==> src/rtl/pe_group_acc.sv <==
// Multi-pass PE group: TAPS-wide signed dot product per beat, requantised and accumulated
// across beats until a last beat, then shifted and saturated/wrapped for writeback.
module pe_group_acc #(
    parameter int TAPS       = 5,
    parameter int DW         = 8,
    parameter int PROD_SHIFT = 7,
    parameter int OUT_SHIFT  = 2,
    parameter int OUT_W      = 10,
    parameter int ACC_W      = 24,
    parameter int MAX_BEATS  = 64,
    parameter int DONE_LEN   = 3
) (
    input  logic                    clk,
    input  logic                    rst,
    input  logic                    in_valid,
    input  logic                    in_last,
    input  logic [TAPS*DW-1:0]      ifmap,
    input  logic [TAPS*DW-1:0]      weight,
    input  logic                    sat_en,
    input  logic                    clear,
    output logic                    out_valid,
    output logic signed [OUT_W-1:0] out_data,
    output logic                    wb_done,
    output logic                    busy,
    output logic                    err
);

    localparam int PW    = 2 * DW;
    localparam int SUM_W = PW + $clog2(TAPS);
    localparam int BC_W  = $clog2(MAX_BEATS + 1);
    localparam int DC_W  = $clog2(DONE_LEN + 1);

    localparam logic [BC_W-1:0] BC_MAX = BC_W'(MAX_BEATS);
    localparam logic [DC_W-1:0] DC_LEN = DC_W'(DONE_LEN);
    localparam logic signed [ACC_W-1:0] OUT_MAX = {{(ACC_W-OUT_W+1){1'b0}}, {(OUT_W-1){1'b1}}};
    localparam logic signed [ACC_W-1:0] OUT_MIN = {{(ACC_W-OUT_W+1){1'b1}}, {(OUT_W-1){1'b0}}};

    function automatic logic signed [OUT_W-1:0] sat_out(input logic signed [ACC_W-1:0] r);
        if (r > OUT_MAX)
            return OUT_MAX[OUT_W-1:0];
        else if (r < OUT_MIN)
            return OUT_MIN[OUT_W-1:0];
        else
            return r[OUT_W-1:0];
    endfunction

    function automatic logic signed [OUT_W-1:0] wrap_out(input logic signed [ACC_W-1:0] r);
        return r[OUT_W-1:0];
    endfunction

    logic signed [PW-1:0]    prod_c  [TAPS];
    logic signed [PW-1:0]    prod_p1 [TAPS];
    logic                    vld_p1, last_p1;
    logic signed [SUM_W-1:0] sum_c;
    logic signed [SUM_W-1:0] s_p2;
    logic                    vld_p2, last_p2;
    logic signed [ACC_W-1:0] acc_p3, acc_sum, r_c;
    logic [BC_W-1:0]         beat_cnt;
    logic                    pass_open;
    logic [DC_W-1:0]         done_cnt;

    always_comb begin
        for (int i = 0; i < TAPS; i++)
            prod_c[i] = PW'($signed(ifmap[i*DW +: DW])) * PW'($signed(weight[i*DW +: DW]));
    end

    always_comb begin
        sum_c = '0;
        for (int i = 0; i < TAPS; i++)
            sum_c = sum_c + SUM_W'(prod_p1[i]);
    end

    assign acc_sum = acc_p3 + ACC_W'(s_p2);
    assign r_c     = acc_sum >>> OUT_SHIFT;

    // E0: per-tap products
    always_ff @(posedge clk or negedge rst) begin
        if (!rst) begin
            vld_p1  <= 1'b0;
            last_p1 <= 1'b0;
            for (int i = 0; i < TAPS; i++)
                prod_p1[i] <= '0;
        end else begin
            vld_p1  <= in_valid & ~clear;
            last_p1 <= in_valid & in_last & ~clear;
            prod_p1 <= prod_c;
        end
    end

    // E1: tap reduction and per-beat requantisation (floor shift)
    always_ff @(posedge clk or negedge rst) begin
        if (!rst) begin
            vld_p2  <= 1'b0;
            last_p2 <= 1'b0;
            s_p2    <= '0;
        end else begin
            vld_p2  <= vld_p1 & ~clear;
            last_p2 <= last_p1 & ~clear;
            s_p2    <= sum_c >>> PROD_SHIFT;
        end
    end

    // E2: accumulate, or close the pass and emit the result; out_data holds across clear
    always_ff @(posedge clk or negedge rst) begin
        if (!rst) begin
            acc_p3    <= '0;
            out_valid <= 1'b0;
            out_data  <= '0;
        end else if (clear) begin
            acc_p3    <= '0;
            out_valid <= 1'b0;
        end else begin
            out_valid <= vld_p2 & last_p2;
            if (vld_p2) begin
                if (last_p2) begin
                    acc_p3   <= '0;
                    out_data <= sat_en ? sat_out(r_c) : wrap_out(r_c);
                end else begin
                    acc_p3 <= acc_sum;
                end
            end
        end
    end

    // Pass bookkeeping; a new pass's first beat wins over the old pass closing
    always_ff @(posedge clk or negedge rst) begin
        if (!rst) begin
            beat_cnt  <= '0;
            pass_open <= 1'b0;
            err       <= 1'b0;
            done_cnt  <= '0;
        end else if (clear) begin
            beat_cnt  <= '0;
            pass_open <= 1'b0;
            err       <= 1'b0;
            done_cnt  <= '0;
        end else begin
            if (in_valid) begin
                if (beat_cnt == BC_MAX)
                    err <= 1'b1;
                if (in_last)
                    beat_cnt <= '0;
                else if (beat_cnt != BC_MAX)
                    beat_cnt <= beat_cnt + 1'b1;
            end
            if (in_valid && !in_last)
                pass_open <= 1'b1;
            else if (vld_p2 && last_p2)
                pass_open <= 1'b0;
            if (out_valid)
                done_cnt <= DC_LEN;
            else if (done_cnt != '0)
                done_cnt <= done_cnt - 1'b1;
        end
    end

    assign wb_done = (done_cnt != '0);
    assign busy    = vld_p1 | vld_p2 | (beat_cnt != '0) | pass_open;

endmodule

==> config.mk <==
export PLATFORM = sky130hd
export DESIGN_NAME = pe_group_acc
export DESIGN_NICKNAME = d
export VERILOG_FILES = /design/src/rtl/pe_group_acc.sv
export SDC_FILE = /design/constraint.sdc
export NUM_CORES = 1
export LEC_CHECK = 0
export CAP_MARGIN = 20
export CORE_ASPECT_RATIO = 1.5
export CORE_MARGIN = 8
export CORE_UTILIZATION = 40
export DETAILED_ROUTE_END_ITERATION = 6
export PLACE_DENSITY = 0.6
export SYNTH_ARGS = -nofsm -noshare
export SYNTH_HDL_FRONTEND = slang
export SYNTH_SLANG_ARGS = --single-unit
==> constraint.sdc <==
create_clock -name clk -period 9 [get_ports clk]
set_clock_uncertainty 0.15 [all_clocks]
set_input_delay 1.35 -clock clk [delete_from_list [all_inputs] [get_ports clk]]
set_output_delay 1.35 -clock clk [all_outputs]
set_load 0.02 [all_outputs]
Yosys cells after proc, flatten, opt, wreduce, memory -nomap -nowiden. Cells that the tools add are included.

Flip-flop bits (word level): 142. Output and inout port bits: 14. Logic and storage cells: 77. Bits of input ports: 86.

Equality and inequality tests: 2. Bitwise operators: 10. Magnitude comparators: 2. Mux-type cells: 20. Reduce and logical (&&, ||, !) cells: 14. Multipliers: 5. $add $sub $neg: 7.

Operator list (count): multiplier 8 x 8 -> 16 bit (5); 2-to-1 mux 24 bit (3); 2-to-1 mux 10 bit (3); 2-to-1 mux 7 bit (4); adder 24 x 12 -> 24 bit (1); greater-than comparator 22 x 10 -> 1 bit (second input constant) (1); less-than comparator 22 x 10 -> 1 bit (second input constant) (1); adder 18 x 16 -> 19 bit (1); adder 19 x 16 -> 19 bit (1); adder 17 x 16 -> 18 bit (1); adder 16 x 16 -> 17 bit (1); nonzero test 3 bit (3); nonzero test 2 bit (4); adder 7 x 1 -> 7 bit (second input constant) (1); == test 7 bit (second input constant) (1); 2-to-1 mux 1 bit (7); != test 7 bit (second input constant) (1); nonzero test 7 bit (1); bitwise AND 1 bit (6); 2-to-1 mux 2 bit (3); AND reduction 2 bit (2); bitwise OR 1 bit (3); AND reduction 3 bit (1); logical AND 1 bit (2); 3 further kinds (3).

Depth between registers and ports, before layout.
Word-level depth: 5. Depth in mapped cells: 19. Mapped depth without buffers: 19.

Worst setup path after synthesis. OpenSTA, ideal clock, no wires.

Kind: input to register. Start point: input port weight[28]. End point: register prod_p1[30] (netlist name). Data arrival time: 5565 ps. Required time: 8781 ps. Cell stages on the path: 18. Setup slack: 3215 ps. Cells stage by stage: and2_1 > fa_1 > inv_1 > fa_1 > inv_1 > fa_1 > inv_1 > fa_1 > inv_1 > ha_1 > o21ai_0 > a21boi_0 > o21ai_0 > a21boi_0 > o21ai_0 > a21boi_0 > or4b_2 > nand3_1.

RTL lines: from (decl) (line 18) `input logic [TAPS*DW-1:0] weight,`; to (signal assigned) (line 86) `prod_p1 <= prod_c;`; to (decl) (line 52) `logic signed [PW-1:0] prod_p1 [TAPS];`.

==> impl_metrics.tcl <==
set metrics [dict create \
    synth_seq_area_share_pct 18.2 \
    netlist_instances 2016 \
    tightest_slew_ns 0.858 \
    grt_pass1_vias 15400 \
    power.total_mw 8.29 \
    power_density_nw_per_um2 378 \
    viasPerCell 4.84 \
    grt_first_pass_wirelength_um 75100 \
    synth-main-ff-cell "dfrtp_1" \
    drt.antenna.violating_nets 0 \
    cp_top_family "adder cells" \
    post-place-ws_ns 2.27 \
    worstPathMaxFanout 8 \
    overflow 0 \
    grt_max_degree 76 \
    endpoint_kind "flip-flop" \
    dieHeight_um 287 \
    min_delay_path_depth 1 \
    mostFrequentLayoutCells "inv_1, fa_1, and2_1, ha_1, dfrtp_1" \
    power_leakage_nw 10.8 \
    fill_cells 4636 \
    grt.total_usage_pct 16.5 \
    cts_hold_buf 0 \
    crit_type "input pin to flip-flop" \
    slew_violations 0 \
    layout_min_cycle_time_ns 6.28 \
    peakVddDrop_mv 0.410 \
    nets 2728 \
    synth_area_um2 19600 \
    clock-sinks 142 \
    setup_slack_ns 2.72 \
    synth-seq-cells 142 \
    register_area_um2 3550 \
    synth_edf_count 0 \
    die_w_um 197 \
    area_delta_synth_final_pct 12.2 \
    dp_hpwl_um 36800 \
    timing.slew.headroom_pct 42.8 \
    worstSetupPathDepth 19 \
    cts_tree "built" \
    clk_latency_ns 0.44 \
    worstSetupStartpointType "input pin" \
    cp.arrival_ns 6.50 \
    setup_tns_ns 0 \
    yosysWarnings 0 \
    mostFrequentLayoutCell "inv_1" \
    path_cells "clkdlybuf4s50_1, and2_1, fa_1, inv_1, fa_1, inv_1, fa_1, inv_1, fa_1, inv_1, ha_1, o21ai_0, a21boi_0, o21ai_0, a21boi_0, o21ai_0, a21boi_0, or4b_2, nand3_1" \
    max_cap_violations 0 \
    cts_max_path_buffers 2 \
    coreArea_um2 48400 \
    wl_um 43200 \
    synth_nets 2615 \
    detail_route.wl_per_cell_um 15.4 \
    ios 100 \
    placement.io_buffers 99 \
    path_clk_slew_ns 0.06 \
    drc 0 \
    cts_resized 0 \
    rsz0062_at_grt "no" \
    final_util_pct 45.3 \
    ys_types 64 \
    antenna_found_initial 1 \
    status "finished, final reports clean" \
    place_congestion 0.860 \
    cp.required_ns 9.22 \
    timing.final.hold_violations 0 \
    fp-row-count 99 \
    hold_path.class "flip-flop to flip-flop" \
    synthArstFlopShare_pct 100 \
    drt-pass1-iter-count 4 \
    reg2reg_depth 15 \
    post_cts_buffers 0 \
    avgSynthCellArea_um2 9.70 \
    cts-buffers-inserted 17 \
    worst_path_max_delay_cell "or4b_2" \
    cts-root-buf "clkbuf_16" \
    drt_iter0_markers 548 \
    die-area_um2 56400 \
    initial_utilization_pct 40.4 \
    slowest_delay_ns 0.62 \
    path_buf_inv 5 \
    max_freq_mhz 159 \
    setup_viol 0 \
    vias 13500 \
    drive_gt1_share_pct 2.24 \
    finalCritPeriodShare_pct 69.8 \
    multiInputGateArea_um2 14200 \
    htreeDepth 4 \
]
## routing by layer
metal / global-route usage, % / up-vias / wire length (um)
met5: 0 / - / 0
met4: 6.34 / 0 / 1500
met3: 1.80 / 77 / 1030
met2: 31.5 / 197 / 24000
met1: 18.4 / 6787 / 16800
li1: - / 6478 / -
## power by group
| group | internal [mW] | switching (mW) |
|---|---|---|
| clock network | 0.393 | 0.293 |
| logic | 2.94 | 3.54 |
| registers | 0.973 | 0.159 |
| total | 4.30 | 3.99 |
## flip-flops by register name (all words and copies together) (netlist names), 2 cells and up
signal,flops
prod_p1,80
done_cnt,2
out_data,10
beat_cnt,7
acc_p3,24
s_p2,12
## final timing paths
kind                             startpoint           to  slack [ns]
worst max register to register  prod_p1[35]     s_p2[11]        4.25
worst min register to register      last_p1      last_p2        0.31
min in group asynchronous               rst  prod_p1[73]        0.78
worst max-delay path             weight[28]  prod_p1[30]        2.72
worst min-delay path                last_p1      last_p2        0.31
max in group asynchronous               rst  out_data[4]        6.58
## final cells by class
class	instances	area share, %
clock buffer	19	2.02
sequential	142	16.2
antenna	1	0.0114
timing repair buffer	103	4.66
clock inverter	13	0.587
inverter	467	7.99
tap	656	3.74
multi-input combinational	1398	64.8
## per-stage QoR
step | area (um^2) | hold WS, ns | instances
after CTS | 21900 | 0.320 | 2798
after floorplan | 19600 | 0.289 | 2016
final | 21900 | 0.314 | 2799
after global placement | 21400 | 0.292 | 2766
after global routing | 21900 | 0.358 | 2799
after detailed placement | 21400 | 0.301 | 2766
## worst reg2reg max path, stage by stage, from the launching register on
cell and delay [ns]:
dfrtp_1 0.36, inv_1 0.15, fa_1 0.44, inv_1 0.08, fa_1 0.43, fa_1 0.45, ha_1 0.28, o21ai_0 0.19
a21oi_1 0.06, o211ai_1 0.22, a21boi_0 0.20, o41ai_1 0.60, o21ai_0 0.33, a211o_1 0.36, a21oi_1 0.18, xnor2_1 0.17
## cell families after synthesis
kind of cell,after synthesis,share of synthesized area [%]
fa+ha+maj,513,45.3
mux,6,0.313
xor+xnor,98,4.39
buf+inv,476,9.14
compound gates,240,8.52
flops,142,18.2
simple gates,541,14.2
## synth_stat cells (15+ instances only)
library cell,n,area share [%]
a21boi_0,23,0.88
a21o_1,21,0.81
a21oi_1,45,1.2
a22o_1,24,1.1
and2_1,195,6.2
dfrtp_1,142,18
fa_1,325,33
ha_1,188,12
inv_1,467,9.0
nand2_1,125,2.4
nand2b_1,20,0.64
nor2_1,120,2.3
nor2b_1,16,0.51
nor3_1,15,0.38
o21ai_0,49,1.3
xnor2_1,80,3.6
xor2_1,18,0.81
No activity file was read; power rests on OpenSTA's default activity.
